`config.mk`:
```
export PLATFORM = sky130hd
export DESIGN_NAME = rr_packet_arbiter
export DESIGN_NICKNAME = d
export VERILOG_FILES = /design/src/rtl/noc_arb_pkg.sv /design/src/rtl/rr_picker.sv /design/src/rtl/rr_packet_arbiter.sv
export SDC_FILE = /design/constraint.sdc
export NUM_CORES = 1
export LEC_CHECK = 0
export ABC_AREA = 0
export BUFFER_PORTS_ARGS = -buffer_cell sky130_fd_sc_hd__buf_2
export CORE_MARGIN = 5
export CORE_UTILIZATION = 55
export DETAILED_ROUTE_END_ITERATION = 7
export PLACE_DENSITY = 0.83
export SETUP_SLACK_MARGIN = 0.2
export SYNTH_ARGS = -nofsm -noshare
export SYNTH_HDL_FRONTEND = slang
export SYNTH_SLANG_ARGS = --single-unit
```
`constraint.sdc`:
```
create_clock -name clk -period 9.73 [get_ports clk]
set_input_delay 0.4865 -clock clk [delete_from_list [all_inputs] [get_ports clk]]
set_output_delay 0.4865 -clock clk [all_outputs]
set_load 0.05 [all_outputs]
```
`src/rtl/noc_arb_pkg.sv`:
```
// Shared definitions for the NoC output-port arbiter: port indices, FSM states and
// one-hot/index helpers.
package noc_arb_pkg;

    localparam int unsigned N_PORTS = 5;

    localparam logic [2:0] PORT_N = 3'd0;
    localparam logic [2:0] PORT_E = 3'd1;
    localparam logic [2:0] PORT_W = 3'd2;
    localparam logic [2:0] PORT_S = 3'd3;
    localparam logic [2:0] PORT_L = 3'd4;

    typedef enum logic {
        IDLE,
        SEND
    } arb_state_t;

    function automatic logic [N_PORTS-1:0] idx_to_onehot(input logic [2:0] idx);
        logic [N_PORTS-1:0] oh;
        oh = '0;
        if (int'(idx) < N_PORTS) begin
            oh[idx] = 1'b1;
        end
        return oh;
    endfunction

    function automatic logic [2:0] onehot_to_idx(input logic [N_PORTS-1:0] oh);
        logic [2:0] idx;
        idx = '0;
        for (int i = 0; i < N_PORTS; i++) begin
            if (oh[i]) begin
                idx = 3'(i);
            end
        end
        return idx;
    endfunction

    // Successor in round-robin order; L wraps back to N.
    function automatic logic [2:0] next_idx(input logic [2:0] idx);
        return (idx >= PORT_L) ? PORT_N : idx + 3'd1;
    endfunction

endpackage

```
`src/rtl/rr_picker.sv`:
```
// Combinational round-robin search: first requesting port at or after ptr, modulo N_PORTS.
module rr_picker
    import noc_arb_pkg::*;
(
    input  logic [N_PORTS-1:0] req,
    input  logic [2:0]         ptr,
    output logic               valid,
    output logic [2:0]         idx
);

    always_comb begin
        logic [2:0] cand;
        valid = 1'b0;
        idx   = ptr;
        cand  = ptr;
        for (int k = 0; k < N_PORTS; k++) begin
            if (!valid && req[cand]) begin
                valid = 1'b1;
                idx   = cand;
            end
            cand = next_idx(cand);
        end
    end

endmodule

```
`src/rtl/rr_packet_arbiter.sv`:
```
// Output-port allocator: round-robin wormhole arbitration with RTS/DCTS handshake and a
// stall timeout that releases a lock whose owner stops requesting.
module rr_packet_arbiter
    import noc_arb_pkg::*;
#(
    parameter int unsigned STALL_TIMEOUT = 16
) (
    input  logic               clk,
    input  logic               rst,
    input  logic [N_PORTS-1:0] req,
    input  logic [N_PORTS-1:0] tail,
    input  logic               DCTS,
    output logic [N_PORTS-1:0] grant,
    output logic [N_PORTS-1:0] Xbar_sel,
    output logic               RTS,
    output logic               busy,
    output logic               err_timeout,
    output logic [2:0]         rr_ptr
);

    localparam int unsigned    CNT_W     = $clog2(STALL_TIMEOUT);
    localparam logic [CNT_W-1:0] STALL_MAX = CNT_W'(STALL_TIMEOUT - 1);

    arb_state_t         state_q, state_d;
    logic [2:0]         winner_q, winner_d;
    logic [N_PORTS-1:0] xbar_q, xbar_d;
    logic [2:0]         ptr_q, ptr_d;
    logic [CNT_W-1:0]   stall_q, stall_d;
    logic               err_q, err_d;

    logic               pick_valid;
    logic [2:0]         pick_idx;
    logic               xfer;

    rr_picker u_picker (
        .req   (req),
        .ptr   (ptr_q),
        .valid (pick_valid),
        .idx   (pick_idx)
    );

    always_comb begin
        state_d  = state_q;
        winner_d = winner_q;
        xbar_d   = xbar_q;
        ptr_d    = ptr_q;
        stall_d  = stall_q;
        err_d    = 1'b0;
        RTS      = 1'b0;
        xfer     = 1'b0;
        grant    = '0;

        unique case (state_q)
            IDLE: begin
                xbar_d = '0;
                if (pick_valid) begin
                    state_d  = SEND;
                    winner_d = pick_idx;
                    xbar_d   = idx_to_onehot(pick_idx);
                end
            end
            SEND: begin
                RTS  = req[winner_q];
                xfer = RTS & DCTS;
                // xbar_q is the one-hot of the locked winner for the whole packet.
                if (xfer) begin
                    grant = xbar_q;
                end
                if (xfer && tail[winner_q]) begin
                    state_d = IDLE;
                    xbar_d  = '0;
                    ptr_d   = next_idx(winner_q);
                    stall_d = '0;
                end else if (RTS) begin
                    stall_d = '0;
                end else if (stall_q == STALL_MAX) begin
                    state_d = IDLE;
                    xbar_d  = '0;
                    ptr_d   = next_idx(winner_q);
                    stall_d = '0;
                    err_d   = 1'b1;
                end else begin
                    stall_d = stall_q + CNT_W'(1);
                end
            end
            default: begin
                state_d = IDLE;
                xbar_d  = '0;
            end
        endcase
    end

    always_ff @(posedge clk) begin
        if (rst) begin
            state_q  <= IDLE;
            winner_q <= '0;
            xbar_q   <= '0;
            ptr_q    <= '0;
            stall_q  <= '0;
            err_q    <= 1'b0;
        end else begin
            state_q  <= state_d;
            winner_q <= winner_d;
            xbar_q   <= xbar_d;
            ptr_q    <= ptr_d;
            stall_q  <= stall_d;
            err_q    <= err_d;
        end
    end

    assign Xbar_sel    = xbar_q;
    assign busy        = (state_q == SEND);
    assign err_timeout = err_q;
    assign rr_ptr      = ptr_q;

endmodule

```
After elaboration in Yosys (flattened, before gate mapping)
Cells that the tools add are included.
- $add $sub $neg: 6
- magnitude comparators: 14
- equal/unequal tests: 4
- muxes and demuxes: 51
- bitwise gates (word level): 2
- reduce and logical (&&, ||, !) cells: 15
- operators with widths (kind ; count):
    $mux 3 ; 12
    $mux 5 ; 7
    $lt 3x4->1 const B ; 7
    $bmux 1 s3 ; 7
    $mux 1 ; 19
    $add 3x1->3 const B ; 5
    $ge 3x3->1 const B ; 5
    $mux 4 ; 3
    $pmux 5 s2 ; 1
    $logic_and 1x1->1 ; 6
    $add 4x1->4 const B ; 1
    $eq 4x4->1 const B ; 1
    $logic_not 1->1 ; 4
    $reduce_and 2->1 ; 2
    $reduce_or 4->1 ; 1
    $demux 1 s3 ; 1
    $ge 3x1->1 const B ; 1
    $lt 3x3->1 const B ; 1
    $ne 3x1->1 const B ; 1
    $ne 3x2->1 const B ; 1
    $reduce_and 3->1 ; 1
    $ne 2x1->1 const B ; 1
    $pmux 1 s2 ; 1
    $reduce_bool 2->1 ; 1
    other kinds (2) ; 2
- register bits after elaboration: 17
- input bits: 13
- output and inout bits: 16
- logic and storage cells: 98

Depth between registers and ports, before layout
- depth in word-level cells: 22
- mapped depth: 16
- mapped depth without buffers: 15

Cells and area by module
A second synthesis with hierarchy kept.
- cells, all modules: 215
- area, all modules: 1661.6 µm²
- modules (own cells, without submodules) (module ; times used ; cells each ; area an instance (µm²) ; seq. area each (µm²)):
    rr_packet_arbiter ; 1 ; 122 ; 1011.0 ; 340.3
    rr_picker ; 1 ; 93 ; 650.6 ; 0.0

Least setup slack after synthesis
No wires, ideal clock.
- path type: register to register
- start point: reg ptr_q[0] (netlist: rr_ptr[0])
- end point: reg xbar_q[0] (netlist: Xbar_sel[0])
- setup time: 0.070 ns
- data arrival time: 3.901 ns
- required time: 9.660 ns
- slack: 5.758 ns
- cell stages (with the launch flop): 15
- buffers on the path: 0
- clock period less this slack: 3.972 ns
- cells stage by stage: dfxtp_1 ha_1 nor2b_1 ha_1 inv_1 nor2_1 ha_1 a21boi_1 ha_1 o311ai_2 o211ai_2 nand2b_1 a211oi_1 or4b_1 o2bb2ai_1
- word-level cells in the longest chain between the ends: 22
- elaborated cells between the ends (all ways): 48
- those cells by class: add/sub: 4; order compare: 7; mux: 28; reduce/logical: 9
- ends and longest elaborated chain (item ; line ; text):
    start, declared ; rr_packet_arbiter.sv:27 ; logic [2:0] ptr_q, ptr_d;
    start signal, assigned ; rr_packet_arbiter.sv:105 ; ptr_q <= ptr_d;
    parallel branches: the longest is 20 deep, another holds $add 3x1->3 ; -- ;
    $mux 5 (*) ; rr_packet_arbiter.sv:56 ; if (pick_valid) begin
    $pmux 5 s2 (*) ; rr_packet_arbiter.sv:53 ; unique case (state_q)
    end signal, assigned ; rr_packet_arbiter.sv:104 ; xbar_q <= xbar_d;
    end, declared ; rr_packet_arbiter.sv:26 ; logic [N_PORTS-1:0] xbar_q, xbar_d;
Mark *: on every way between the ends. The select of a mux whose other input is x is not followed.
A chain may end at the register's enable or synchronous reset.

Worst setup path after layout
Ends and elaborated chain as after synthesis.

==> run summary <==
• completed — status
• 2 — worst-case clock buffer depth
• sky130_fd_sc_hd__clkbuf_4 — Clock Tree Root
• 0.4874 ns — worst-case hold slack
• 6513 µm — wire length of the first global-routing pass
• 197 — count of mapped cells out of synthesis
• 0.29 ns — Skew-Pair Late Insertion Delay
• 15.00 µm — Avg WL per Cell
• 4 — iteration count of the initial detailed-routing pass
• 0.5586 ns — Worst Tran Pin Value
• 17 — register bit total from synthesis
• sky130_fd_sc_hd__dfxtp_1 — most common flop cell mapped by yosys
• 0 — number of buffers added for setup after CTS
• 6.358 — routed vias/inst
• 4.48 ns — crit path DAT
• register — startpoint kind of the worst setup timing path
• 0.001674 mm² — post-placement cell area
• 0.1077 mV — worst ir drop on vdd
• 0.7185 nW — static leakage power
• 63.01 µm — Die X
• 4.260 ns — clock period minus worst slack
• 0% — proportion of register bits with asynchronous set or reset after synthesis
• 43.78% — post-route fraction of the period consumed by the critical path
• 0.9244 — Final GP Congestion
• 0 — EDFF count, synth
• 19.43% — GRT Resource Usage Total
• 0.1399 mW — total internal power
• 19 — maximum number of pins on one net before global-route repair
• 243 — net total in the final layout
• 7.844 µm² — syn avg cell area
• 2979 µm — DPL Wire Length
• 28 — Port Buf Inserts
• 1462 — number of global-route vias before repair
• 0.002734 mm² — placeable core region
• 9.95 ns — Req. time, crit path
• 56.52% — effective utilization at floorplan
• 0 — initial antenna violation count
• 0.1137 mW — switching power summed over all nets
• 14 — largest fanout on the critical path
• 0.001045 ns — worst clock skew on the final layout
• 3 — number of buffers created by CTS
• 0 — max-capacitance violation count
• 0 — count of synthesis-stage warnings from yosys
• no — RSZ-0062 raised after global routing
• 234.7 MHz — top achievable clock speed
• 0 — CTS Hold Bufs
• 0 ns — Setup TNS
• 52.0% — combinational group share of total power
• 1 — H-Tree Depth
• 0.09 ns — clock-pin slew reported for the worst setup and hold paths after clock tree synthesis
• 0.2536 mW — Design Power
• 0 — sum of overflow across all layers after global routing
• 0 — Final Hold Violating Endpoints
• 19 — Cell Rows
• 149.1 mW/mm² — power per cell area
• 33.4% — register share of total power
• register to register — critical setup path kind
• 22.02% — post-synthesis sequential area ratio
• 21.08% — ratio of cells with drive above 1 in the final layout
• register — CP Capture Type
• 10.04% — synthesis-to-finish area growth
• 63.01 µm — floorplan die height
• 3811 µm — wirelength, routed
• yes — TritonCTS clock tree
• 29 — I/O pin count
• 250 — number of fill cells in the layout
• 1615 — number of vias after detailed routing
• 0 — post-route antenna net violation count
• 0.003970 mm² — total die area
• 0.001700 mm² — post-route cell area
• 44.85% — proportion of total power due to net switching
• 59 — number of distinct library cells after synthesis
• 216 — Mapped Nets
• 14.6% — part of the total power dissipated in the clock network
• register to register — path class of the lowest-slack min-delay path
• 0.001545 mm² — combined area of all synthesized cells
• 162 — Starting DRT DRC Count
• 17 — number of sinks driven by the clock tree
• 0 — total of endpoints with negative setup slack in the final report
• 0 — Resized Gates After CTS
• 0 — Max Transition Viols Final
• 62.71% — Slew HR
• 0 — post-detailed-route DRC marker count
• 0 — antenna cell count
==> logic make-up after synthesis <==
group / Yosys count / synth area share [%]
fa+ha+maj: 6 / 4.858
simple gates: 78 / 27.05
buf+inv: 18 / 6.154
flops: 17 / 22.02
compound gates: 72 / 34.09
mux: 6 / 5.830
==> per-layer routing <==
metal | GRT usage [%] | wire length [µm] | vias up
met2 | 31.92 | 1802 | 62
met4 | 3.714 | 17 | 0
li1 | - | - | 806
met3 | 4.496 | 279 | 2
met5 | 0 | 0 | -
met1 | 25.88 | 1712 | 745
==> power groups by stage <==
stage                     clock (mW)  sequential (mW)  combinational, mW
after floorplan                    0           0.0954             0.0938
after global placement             0           0.0862              0.127
after detailed placement           0           0.0862              0.130
after CTS                     0.0391           0.0846              0.131
after global routing          0.0419           0.0861              0.145
final                         0.0371           0.0846              0.132
==> synthesized netlist by cell type (2+ instances only) <==
cell / count / share of area, %
sky130_fd_sc_hd__a21oi_1: 21 / 6.8
sky130_fd_sc_hd__nor2_1: 18 / 4.4
sky130_fd_sc_hd__dfxtp_1: 17 / 22
sky130_fd_sc_hd__nand2_1: 15 / 3.6
sky130_fd_sc_hd__inv_1: 10 / 2.4
sky130_fd_sc_hd__nand3_1: 8 / 2.6
sky130_fd_sc_hd__o21ai_0: 8 / 2.6
sky130_fd_sc_hd__nand2b_1: 7 / 2.8
sky130_fd_sc_hd__and3_1: 6 / 2.4
sky130_fd_sc_hd__ha_1: 6 / 4.9
sky130_fd_sc_hd__nor2b_1: 4 / 1.6
sky130_fd_sc_hd__o211ai_1: 4 / 1.9
sky130_fd_sc_hd__o2bb2ai_1: 4 / 2.3
sky130_fd_sc_hd__a211oi_1: 3 / 1.5
sky130_fd_sc_hd__mux2i_1: 3 / 1.9
sky130_fd_sc_hd__nor3_1: 3 / 0.97
sky130_fd_sc_hd__nor4_1: 3 / 1.2
sky130_fd_sc_hd__o21ai_1: 3 / 0.97
sky130_fd_sc_hd__or3b_1: 3 / 1.7
sky130_fd_sc_hd__a21boi_1: 2 / 0.97
sky130_fd_sc_hd__a21o_1: 2 / 0.97
sky130_fd_sc_hd__a2bb2oi_1: 2 / 1.1
sky130_fd_sc_hd__a32oi_1: 2 / 1.1
sky130_fd_sc_hd__and4_1: 2 / 1.1
sky130_fd_sc_hd__buf_6: 2 / 1.5
sky130_fd_sc_hd__clkbuf_1: 2 / 0.49
sky130_fd_sc_hd__inv_2: 2 / 0.49
sky130_fd_sc_hd__mux4_2: 2 / 2.9
sky130_fd_sc_hd__nor3b_1: 2 / 0.97
sky130_fd_sc_hd__o221ai_1: 2 / 1.1
==> through the flow <==
stage	worst slack, ns	utilization, %	std cells
final	5.470	62.20	254
after global routing	5.130	62.20	254
after CTS	5.488	62.20	254
after detailed placement	5.543	61.24	250
after global placement	5.686	61.24	250
after floorplan	5.758	-	197
==> flip-flops by register name (all words and copies together), names as in the netlist <==
name / count
rr_ptr: 3
err_timeout: 1
busy: 1
Xbar_sel: 5
stall_q: 4
winner_q: 3
==> cell usage in the layout (no fill, tap or decap), drive strengths merged, types with 3 or more instances in the layout <==
master	count
a211oi	3
a21boi	3
a21oi	22
and3	6
buf	28
clkbuf	4
dfxtp	17
ha	6
inv	12
mux2i	3
nand2	16
nand2b	7
nand3	8
nor2	18
nor2b	4
nor3	4
nor4	3
o211ai	5
o21ai	11
o2bb2ai	4
or3b	3
==> critical path, cell delays in order, from the launching register on <==
cell and delay, ns:
sky130_fd_sc_hd__dfxtp_1 0.63, sky130_fd_sc_hd__ha_1 0.34, sky130_fd_sc_hd__nor2b_1 0.17, sky130_fd_sc_hd__ha_1 0.35, sky130_fd_sc_hd__inv_1 0.10, sky130_fd_sc_hd__nor2_1 0.06, sky130_fd_sc_hd__ha_1 0.32, sky130_fd_sc_hd__a21boi_1 0.26
sky130_fd_sc_hd__ha_1 0.32, sky130_fd_sc_hd__o311ai_2 0.28, sky130_fd_sc_hd__o211ai_2 0.21, sky130_fd_sc_hd__nand2b_1 0.20, sky130_fd_sc_hd__a211oi_1 0.29, sky130_fd_sc_hd__or4b_1 0.50, sky130_fd_sc_hd__o2bb2ai_1 0.14
==> area by class of cell <==
cell class	instances	area (µm²)	area share [%]
Sequential cell	17	340.3	20.01
Tap cell	31	38.79	2.281
Multi-Input combinational cell	162	1110	65.27
Inverter	12	45.04	2.649
Clock buffer	4	26.28	1.545
Timing Repair Buffer	28	140.1	8.241
==> final timing paths <==
check | startpoint | to | slack, ns | cells past startpoint
worst min register to register | Xbar_sel[2] | Xbar_sel[2] | 0.49 | 1
worst max-delay path | rr_ptr[0] | Xbar_sel[0] | 5.47 | 14
worst min-delay path | Xbar_sel[2] | Xbar_sel[2] | 0.49 | 1
worst max register to register | rr_ptr[0] | Xbar_sel[0] | 5.47 | 14
Power figures use the tool's default switching activity.
